### src/rtl/if_agc_pkg.sv
// Shared types and helpers for the IF automatic gain controller.
// Optional fast attack on clipping is enabled with IF_AGC_FAST_ATTACK_EN.
package if_agc_pkg;

   localparam int GAIN_W = 3;
   localparam int MAG_W  = 7;

   typedef enum logic [1:0] {
      ST_MANUAL = 2'd0,
      ST_TRACK  = 2'd1,
      ST_HOLD   = 2'd2
   } agc_state_t;

   // -128 has no 7-bit magnitude, so it saturates to full scale.
   function automatic logic [MAG_W-1:0] sat_abs(input logic signed [7:0] x);
      logic [7:0] neg;
      neg = -x;
      if (x == -8'sd128) return 7'd127;
      if (x[7]) return neg[MAG_W-1:0];
      return x[MAG_W-1:0];
   endfunction

endpackage

### src/rtl/if_agc_if.sv
// Sample, control and status bundle between the IF filter / SPI block and the AGC.
interface if_agc_if;
   import if_agc_pkg::*;

   logic signed [7:0]  if_filt_in;
   logic               agc_enable;
   logic [GAIN_W-1:0]  gain_manual;
   logic [GAIN_W-1:0]  gain_sel;
   logic [MAG_W-1:0]   peak_out;
   logic               clip;

   modport master (
      output if_filt_in, agc_enable, gain_manual,
      input  gain_sel, peak_out, clip
   );

   modport slave (
      input  if_filt_in, agc_enable, gain_manual,
      output gain_sel, peak_out, clip
   );

endinterface

### src/rtl/if_agc_peak_det.sv
// Windowed peak detector: magnitude, running maximum, window counter and
// the registered peak of the last completed window.
module if_peak_det
   import if_agc_pkg::*;
#(
   parameter int WIN_LOG2 = 10
) (
   input  logic                clk,
   input  logic                rst,
   input  logic                clear,
   input  logic signed [7:0]   sample,
   output logic [MAG_W-1:0]    mag,
   output logic                window_end,
   output logic [MAG_W-1:0]    win_peak,
   output logic [MAG_W-1:0]    peak
);

   logic [WIN_LOG2-1:0] cnt;
   logic [MAG_W-1:0]    acc;

   assign mag        = sat_abs(sample);
   assign window_end = &cnt;
   assign win_peak   = (mag > acc) ? mag : acc;

   // A clear restarts the window without evaluating it.
   always_ff @(posedge clk) begin
      if (rst) begin
         cnt  <= '0;
         acc  <= '0;
         peak <= '0;
      end else begin
         if (window_end) peak <= win_peak;
         if (clear || window_end) begin
            cnt <= '0;
            acc <= '0;
         end else begin
            cnt <= cnt + WIN_LOG2'(1);
            acc <= win_peak;
         end
      end
   end

endmodule

### src/rtl/if_agc.sv
// Automatic gain controller for the 455 kHz IF filter, with manual passthrough.
// Define IF_AGC_FAST_ATTACK_EN to cut gain immediately on a clipped sample.
module if_agc
   import if_agc_pkg::*;
#(
   parameter int WIN_LOG2      = 10,
   parameter int HI_THRESH     = 96,
   parameter int LO_THRESH     = 32,
   parameter int DECAY_WINDOWS = 4,
   parameter int GAIN_MAX      = 5,
   parameter int GAIN_INIT     = 0
) (
   input logic         clk,
   input logic         RST,
   if_agc_if.slave     bus
);

   localparam int LOW_W = $clog2(DECAY_WINDOWS + 1);
   localparam logic [GAIN_W-1:0] G_MAX  = GAIN_W'(GAIN_MAX);
   localparam logic [GAIN_W-1:0] G_INIT = GAIN_W'(GAIN_INIT);
   localparam logic [MAG_W-1:0]  HI     = MAG_W'(HI_THRESH);
   localparam logic [MAG_W-1:0]  LO     = MAG_W'(LO_THRESH);
   localparam logic [LOW_W-1:0]  DECAY  = LOW_W'(DECAY_WINDOWS);

   agc_state_t         state_q, state_d;
   logic [GAIN_W-1:0]  gain_q, gain_d, gain_dec, gain_inc, manual_sat;
   logic [LOW_W-1:0]   low_q, low_d, low_inc;
   logic               clip_q, clear, fast_hit;
   logic [MAG_W-1:0]   mag, win_peak, peak;
   logic               window_end;

   if_peak_det #(.WIN_LOG2(WIN_LOG2)) u_peak (
      .clk        (clk),
      .rst        (RST),
      .clear      (clear),
      .sample     (bus.if_filt_in),
      .mag        (mag),
      .window_end (window_end),
      .win_peak   (win_peak),
      .peak       (peak)
   );

   assign manual_sat = (bus.gain_manual > G_MAX) ? G_MAX : bus.gain_manual;
   assign gain_dec   = (gain_q == '0) ? '0 : gain_q - GAIN_W'(1);
   assign gain_inc   = (gain_q >= G_MAX) ? G_MAX : gain_q + GAIN_W'(1);
   assign low_inc    = low_q + LOW_W'(1);

`ifdef IF_AGC_FAST_ATTACK_EN
   assign fast_hit = (mag == '1);
`else
   assign fast_hit = 1'b0;
`endif

   always_ff @(posedge clk) begin
      if (RST) begin
         state_q <= ST_MANUAL;
         gain_q  <= G_INIT;
         low_q   <= '0;
         clip_q  <= 1'b0;
      end else begin
         state_q <= state_d;
         gain_q  <= gain_d;
         low_q   <= low_d;
         clip_q  <= (mag == '1);
      end
   end

   // Dropping agc_enable overrides any window event in the same cycle.
   always_comb begin
      state_d = state_q;
      gain_d  = gain_q;
      low_d   = low_q;
      clear   = 1'b0;
      if (!bus.agc_enable) begin
         state_d = ST_MANUAL;
         if (state_q == ST_MANUAL) gain_d = manual_sat;
      end else begin
         case (state_q)
            ST_MANUAL: begin
               state_d = ST_HOLD;
               low_d   = '0;
               clear   = 1'b1;
            end
            ST_HOLD: begin
               if (window_end) state_d = ST_TRACK;
            end
            ST_TRACK: begin
               if (fast_hit) begin
                  gain_d  = gain_dec;
                  low_d   = '0;
                  clear   = 1'b1;
                  state_d = ST_HOLD;
               end else if (window_end) begin
                  if (win_peak >= HI) begin
                     gain_d  = gain_dec;
                     low_d   = '0;
                     state_d = ST_HOLD;
                  end else if (win_peak < LO) begin
                     if (low_inc == DECAY) begin
                        low_d = '0;
                        if (gain_q < G_MAX) begin
                           gain_d  = gain_inc;
                           state_d = ST_HOLD;
                        end
                     end else begin
                        low_d = low_inc;
                     end
                  end else begin
                     low_d = '0;
                  end
               end
            end
            default: state_d = ST_MANUAL;
         endcase
      end
   end

   assign bus.gain_sel = gain_q;
   assign bus.peak_out = peak;
   assign bus.clip     = clip_q;

endmodule

### src/flat_wrapper.sv
// flat-port wrapper written by rule: the top's interface ports become plain ports
module if_agc_flat import if_agc_pkg::*;
#(
   parameter int WIN_LOG2      = 10,
   parameter int HI_THRESH     = 96,
   parameter int LO_THRESH     = 32,
   parameter int DECAY_WINDOWS = 4,
   parameter int GAIN_MAX      = 5,
   parameter int GAIN_INIT     = 0
)
  (clk, RST, bus_if_filt_in, bus_agc_enable, bus_gain_manual, bus_gain_sel, bus_peak_out, bus_clip);
  if_agc_if bus_i ();
  input logic clk;
  input logic RST;
  input wire logic [$bits(bus_i.if_filt_in)-1:0] bus_if_filt_in;
  input wire logic [$bits(bus_i.agc_enable)-1:0] bus_agc_enable;
  input wire logic [$bits(bus_i.gain_manual)-1:0] bus_gain_manual;
  output wire logic [$bits(bus_i.gain_sel)-1:0] bus_gain_sel;
  output wire logic [$bits(bus_i.peak_out)-1:0] bus_peak_out;
  output wire logic [$bits(bus_i.clip)-1:0] bus_clip;
  assign bus_i.if_filt_in = bus_if_filt_in;
  assign bus_i.agc_enable = bus_agc_enable;
  assign bus_i.gain_manual = bus_gain_manual;
  assign bus_gain_sel = bus_i.gain_sel;
  assign bus_peak_out = bus_i.peak_out;
  assign bus_clip = bus_i.clip;
  if_agc #(.WIN_LOG2(WIN_LOG2), .HI_THRESH(HI_THRESH), .LO_THRESH(LO_THRESH), .DECAY_WINDOWS(DECAY_WINDOWS), .GAIN_MAX(GAIN_MAX), .GAIN_INIT(GAIN_INIT)) u_core (.clk(clk), .RST(RST), .bus(bus_i));
endmodule
### config.mk
export PLATFORM = sky130hd
export DESIGN_NAME = if_agc_flat
export DESIGN_NICKNAME = d
export VERILOG_FILES = /design/src/rtl/if_agc_pkg.sv /design/src/rtl/if_agc_if.sv /design/src/rtl/if_agc_peak_det.sv /design/src/rtl/if_agc.sv /design/src/flat_wrapper.sv
export SDC_FILE = /design/constraint.sdc
export NUM_CORES = 1
export LEC_CHECK = 0
export ABC_AREA = 1
export BUFFER_PORTS_ARGS = -buffer_cell sky130_fd_sc_hd__buf_2
export CORE_MARGIN = 4
export CORE_UTILIZATION = 42
export CTS_CLUSTER_SIZE = 30
export DETAILED_ROUTE_END_ITERATION = 8
export PLACE_DENSITY_LB_ADDON = 0.12
export SLEW_MARGIN = 20
export SYNTH_ARGS = -nofsm -noshare
export SYNTH_HDL_FRONTEND = slang
export SYNTH_SLANG_ARGS = --single-unit
### constraint.sdc
create_clock -name clk -period 2.8 [get_ports clk]
set_clock_uncertainty 0.05 [all_clocks]
set_input_delay 0.42 -clock clk [delete_from_list [all_inputs] [get_ports clk]]
set_output_delay 0.42 -clock clk [all_outputs]
set_load 0.01 [all_outputs]
==> impl_metrics.tcl <==
set metrics [dict create \
    status "complete, no violations" \
    cts_buffers 5 \
    r2r_start "u_core.u_peak.acc[5]" \
    vias 1831 \
    relSlewSlack_pct 48.6 \
    port_buffers 24 \
    critPathKind "in2reg" \
    min_period_over_period_pct 90.3 \
    path_buf_inv 2 \
    rows 25 \
    drc 0 \
    avgSynthCellArea_um2 7.49 \
    cp_top_family "simple AND/OR/NAND/NOR gates" \
    cts_num_sinks 33 \
    grt-ovfl-total 0 \
    period_minus_slack_ns 2.53 \
    io-pin-count 25 \
    hold-worst-slack_ns 0.270 \
    critPathRequiredTime_ns 2.93 \
    syn_nets 314 \
    yosys_warnings 0 \
    holdBufCountCts 0 \
    cts.clk_slew.worst_paths_ns 0.07 \
    clock_latency_ns 0.28 \
    synthSimpleGateAreaFrac_pct 36.5 \
    synth_mux_area_share_pct 0 \
    netlist_area_um2 2130 \
    critPathMaxStageDelay_ns 0.33 \
    p_leak_nw 1.24 \
    ir_drop_mv 0.336 \
    wl_per_cell_um 10.7 \
    die_h_um 79.2 \
    tightest_slew_ns 0.769 \
    r2r-end "u_core.bus.gain_sel[1]" \
    grt_pass1_wl_mm 7.49 \
    dp_hpwl_mm 3.36 \
    yosysSeqAreaShare_pct 31.0 \
    grt.total_usage_pct 15.0 \
    finalNetCount 356 \
    fmax_mhz 395 \
    synth_seq_cells 33 \
    min_to "u_core.low_q[2]" \
    drtAntennaViolNets 0 \
    grt_pass1_vias 1672 \
    avgViaCountPerCell 4.65 \
    path_cells "buf_2 > inv_1 > ha_2 > nand3_1 > nand2_1 > xor2_1 > nand2_1 > ha_1 > nand2_1 > nand2_1 > a21oi_4 > nand2_4 > nand2_4 > nand2_4 > nand2_4 > nand2_2 > nand2_1 > nand2_2 > nand2_2 > nand2_1 > nand2_1 > nor2_1" \
    post-route-cell-area_um2 2520 \
    syn2layout_area_growth_pct 18.3 \
    cp_max_fo 5 \
    r2r_setup_slack_ns 0.72 \
    p_per_area_nw_per_um2 513 \
    finalWirelength_mm 4.24 \
    hold_violations 0 \
    antenna_cells 0 \
    cts_tree "yes" \
    drt_iter0_drc 39 \
    crit_path_start_kind "input port" \
    die_x_um 79.2 \
    cts-root-buf "clkbuf_8" \
    finalPower_mw 1.29 \
    holdCritStartpoint "RST" \
    drtPass1Iterations 4 \
    placed_cell_area_um2 2410 \
    crit_arrival_ns 2.66 \
    hp-class "in2reg" \
    core-area_um2 4820 \
    layout-drive-gt1-share_pct 27.8 \
    dieArea_um2 6270 \
    synth_cell_type_count 36 \
    synth_cells 284 \
    htree_levels 2 \
    synth-xor-area-share_pct 3.70 \
    r2r_cells 16 \
    synthAdderAreaFrac_pct 9.41 \
    grt_max_degree 18 \
    hold_depth 2 \
    crit_path_end_kind "register" \
    initial_utilization_pct 44.2 \
    synth_compound_area_share_pct 11.5 \
    cp_slowest_cell "ha_1" \
    path_common_cell "nand2_1" \
    synth_top_family_by_area "simple AND/OR/NAND/NOR gates" \
    report.final.slew_viol_count 0 \
    ctsLongestPathBuffers 2 \
    setup_viol 0 \
    drv_cap 0 \
    place.gp.congestion 0.789 \
    antenna_found_initial 0 \
]
==> cells in the final DEF, fill, tap and decap left out, types with 6 or more instances in the layout <==
cell      instances
a21oi_1           9
buf_2            24
buf_4            14
clkbuf_8          6
dfxtp_1          33
ha_1             15
inv_1            32
nand2_1          48
nand2_2          13
nand3_1          26
nor2_1           33
nor3_1            6
o21ai_0           8
o21ai_1           9
xor2_1            7
==> kinds of logic after synthesis <==
family,count (synthesis)
flip-flops,33
AO/OA/AOI/OAI,37
adder cells (fa/ha/maj),16
XOR/XNOR,9
buffers and inverters,41
AND/OR/NAND/NOR,148
==> cells in the mapped netlist, drive strengths merged <==
master   instances  area share [%]
nand4            2            0.59
nand3           32             9.3
buf              3             1.1
nor2            37             7.3
nor3             8             2.9
nor3b            1            0.88
xor2             7             2.9
or2              1            0.29
ha              16             9.4
o21ai           18             4.8
a21oi           13             4.5
o211ai           2            0.94
inv             37             6.5
clkinv           1            0.23
xnor2            2            0.82
nand2           66              15
a31oi            2            0.59
o2111ai          1            0.41
dfxtp           33              31
nand3b           1            0.35
o21a             1            0.35
==> metal layers <==
metal / GRT usage, % / vias up / share of wire (%)
met5: 0 / - / 0
met4: 5.15 / 0 / 1.3
met3: 3.63 / 5 / 3.5
met2: 23.9 / 18 / 47
met1: 19.8 / 804 / 48
li1: - / 1004 / -
==> registers in the layout, summed over array words and instances, names as in the netlist <==
| name | flops |
|---|---|
| u_core.bus.clip | 1 |
| u_core.bus.gain_sel | 3 |
| u_core.low_q | 3 |
| u_core.state_q | 2 |
| u_core.u_peak.acc | 7 |
| u_core.u_peak.cnt | 10 |
| u_core.u_peak.peak | 7 |
==> metrics by stage <==
stage          util [%]  worst slack [ns]  std cells  TNS (ns)
2_1_floorplan         -             0.244        284         0
3_3_place_gp       50.0           -0.0306        385   -0.0594
3_5_place_dp       50.0           -0.0174        385   -0.0326
4_1_cts            52.0             0.267        393         0
5_1_grt            52.3           -0.0110        394   -0.0122
6_report           52.3             0.271        394         0
==> worst reg2reg max path: cells and delay by family, from the launching register on <==
kind	cells	cell delay, ns
compound gates	1	0.23
fa+ha+maj	1	0.29
flops	1	0.37
buf+inv	2	0.16
simple gates	12	0.89
==> report_power, final <==
part / internal (mW) / switching [mW]
Clock: 0.199 / 0.179
Sequential: 0.493 / 0.0148
Combinational: 0.164 / 0.242
==> worst max path at each step <==
stage,endpoint,cells after the start,start
2_1_floorplan,u_core.bus.gain_sel[0],21,bus_if_filt_in[1]
3_3_place_gp,u_core.bus.gain_sel[1],21,bus_if_filt_in[1]
3_5_place_dp,u_core.bus.gain_sel[1],21,bus_if_filt_in[1]
4_1_cts,u_core.bus.gain_sel[1],21,bus_if_filt_in[1]
5_1_grt,u_core.bus.gain_sel[0],21,bus_if_filt_in[1]
6_report,u_core.bus.gain_sel[1],22,bus_if_filt_in[1]
==> cell type report <==
| class | instances | area, µm² |
|---|---|---|
| Clock inverter | 2 | 13.8 |
| Clock buffer | 6 | 82.6 |
| Fill cell | 500 | 2300 |
| Inverter | 38 | 144 |
| Multi-Input combinational cell | 210 | 1310 |
| Sequential cell | 33 | 661 |
| Timing Repair Buffer | 38 | 225 |
| Tap cell | 67 | 83.8 |
==> timing repair <==
item / CTS / global route
buffers inserted: 0 / 1
gates resized for setup: 0 / 3
setup endpoints to repair: 0 / 2
Power figures use the tool's default switching activity.
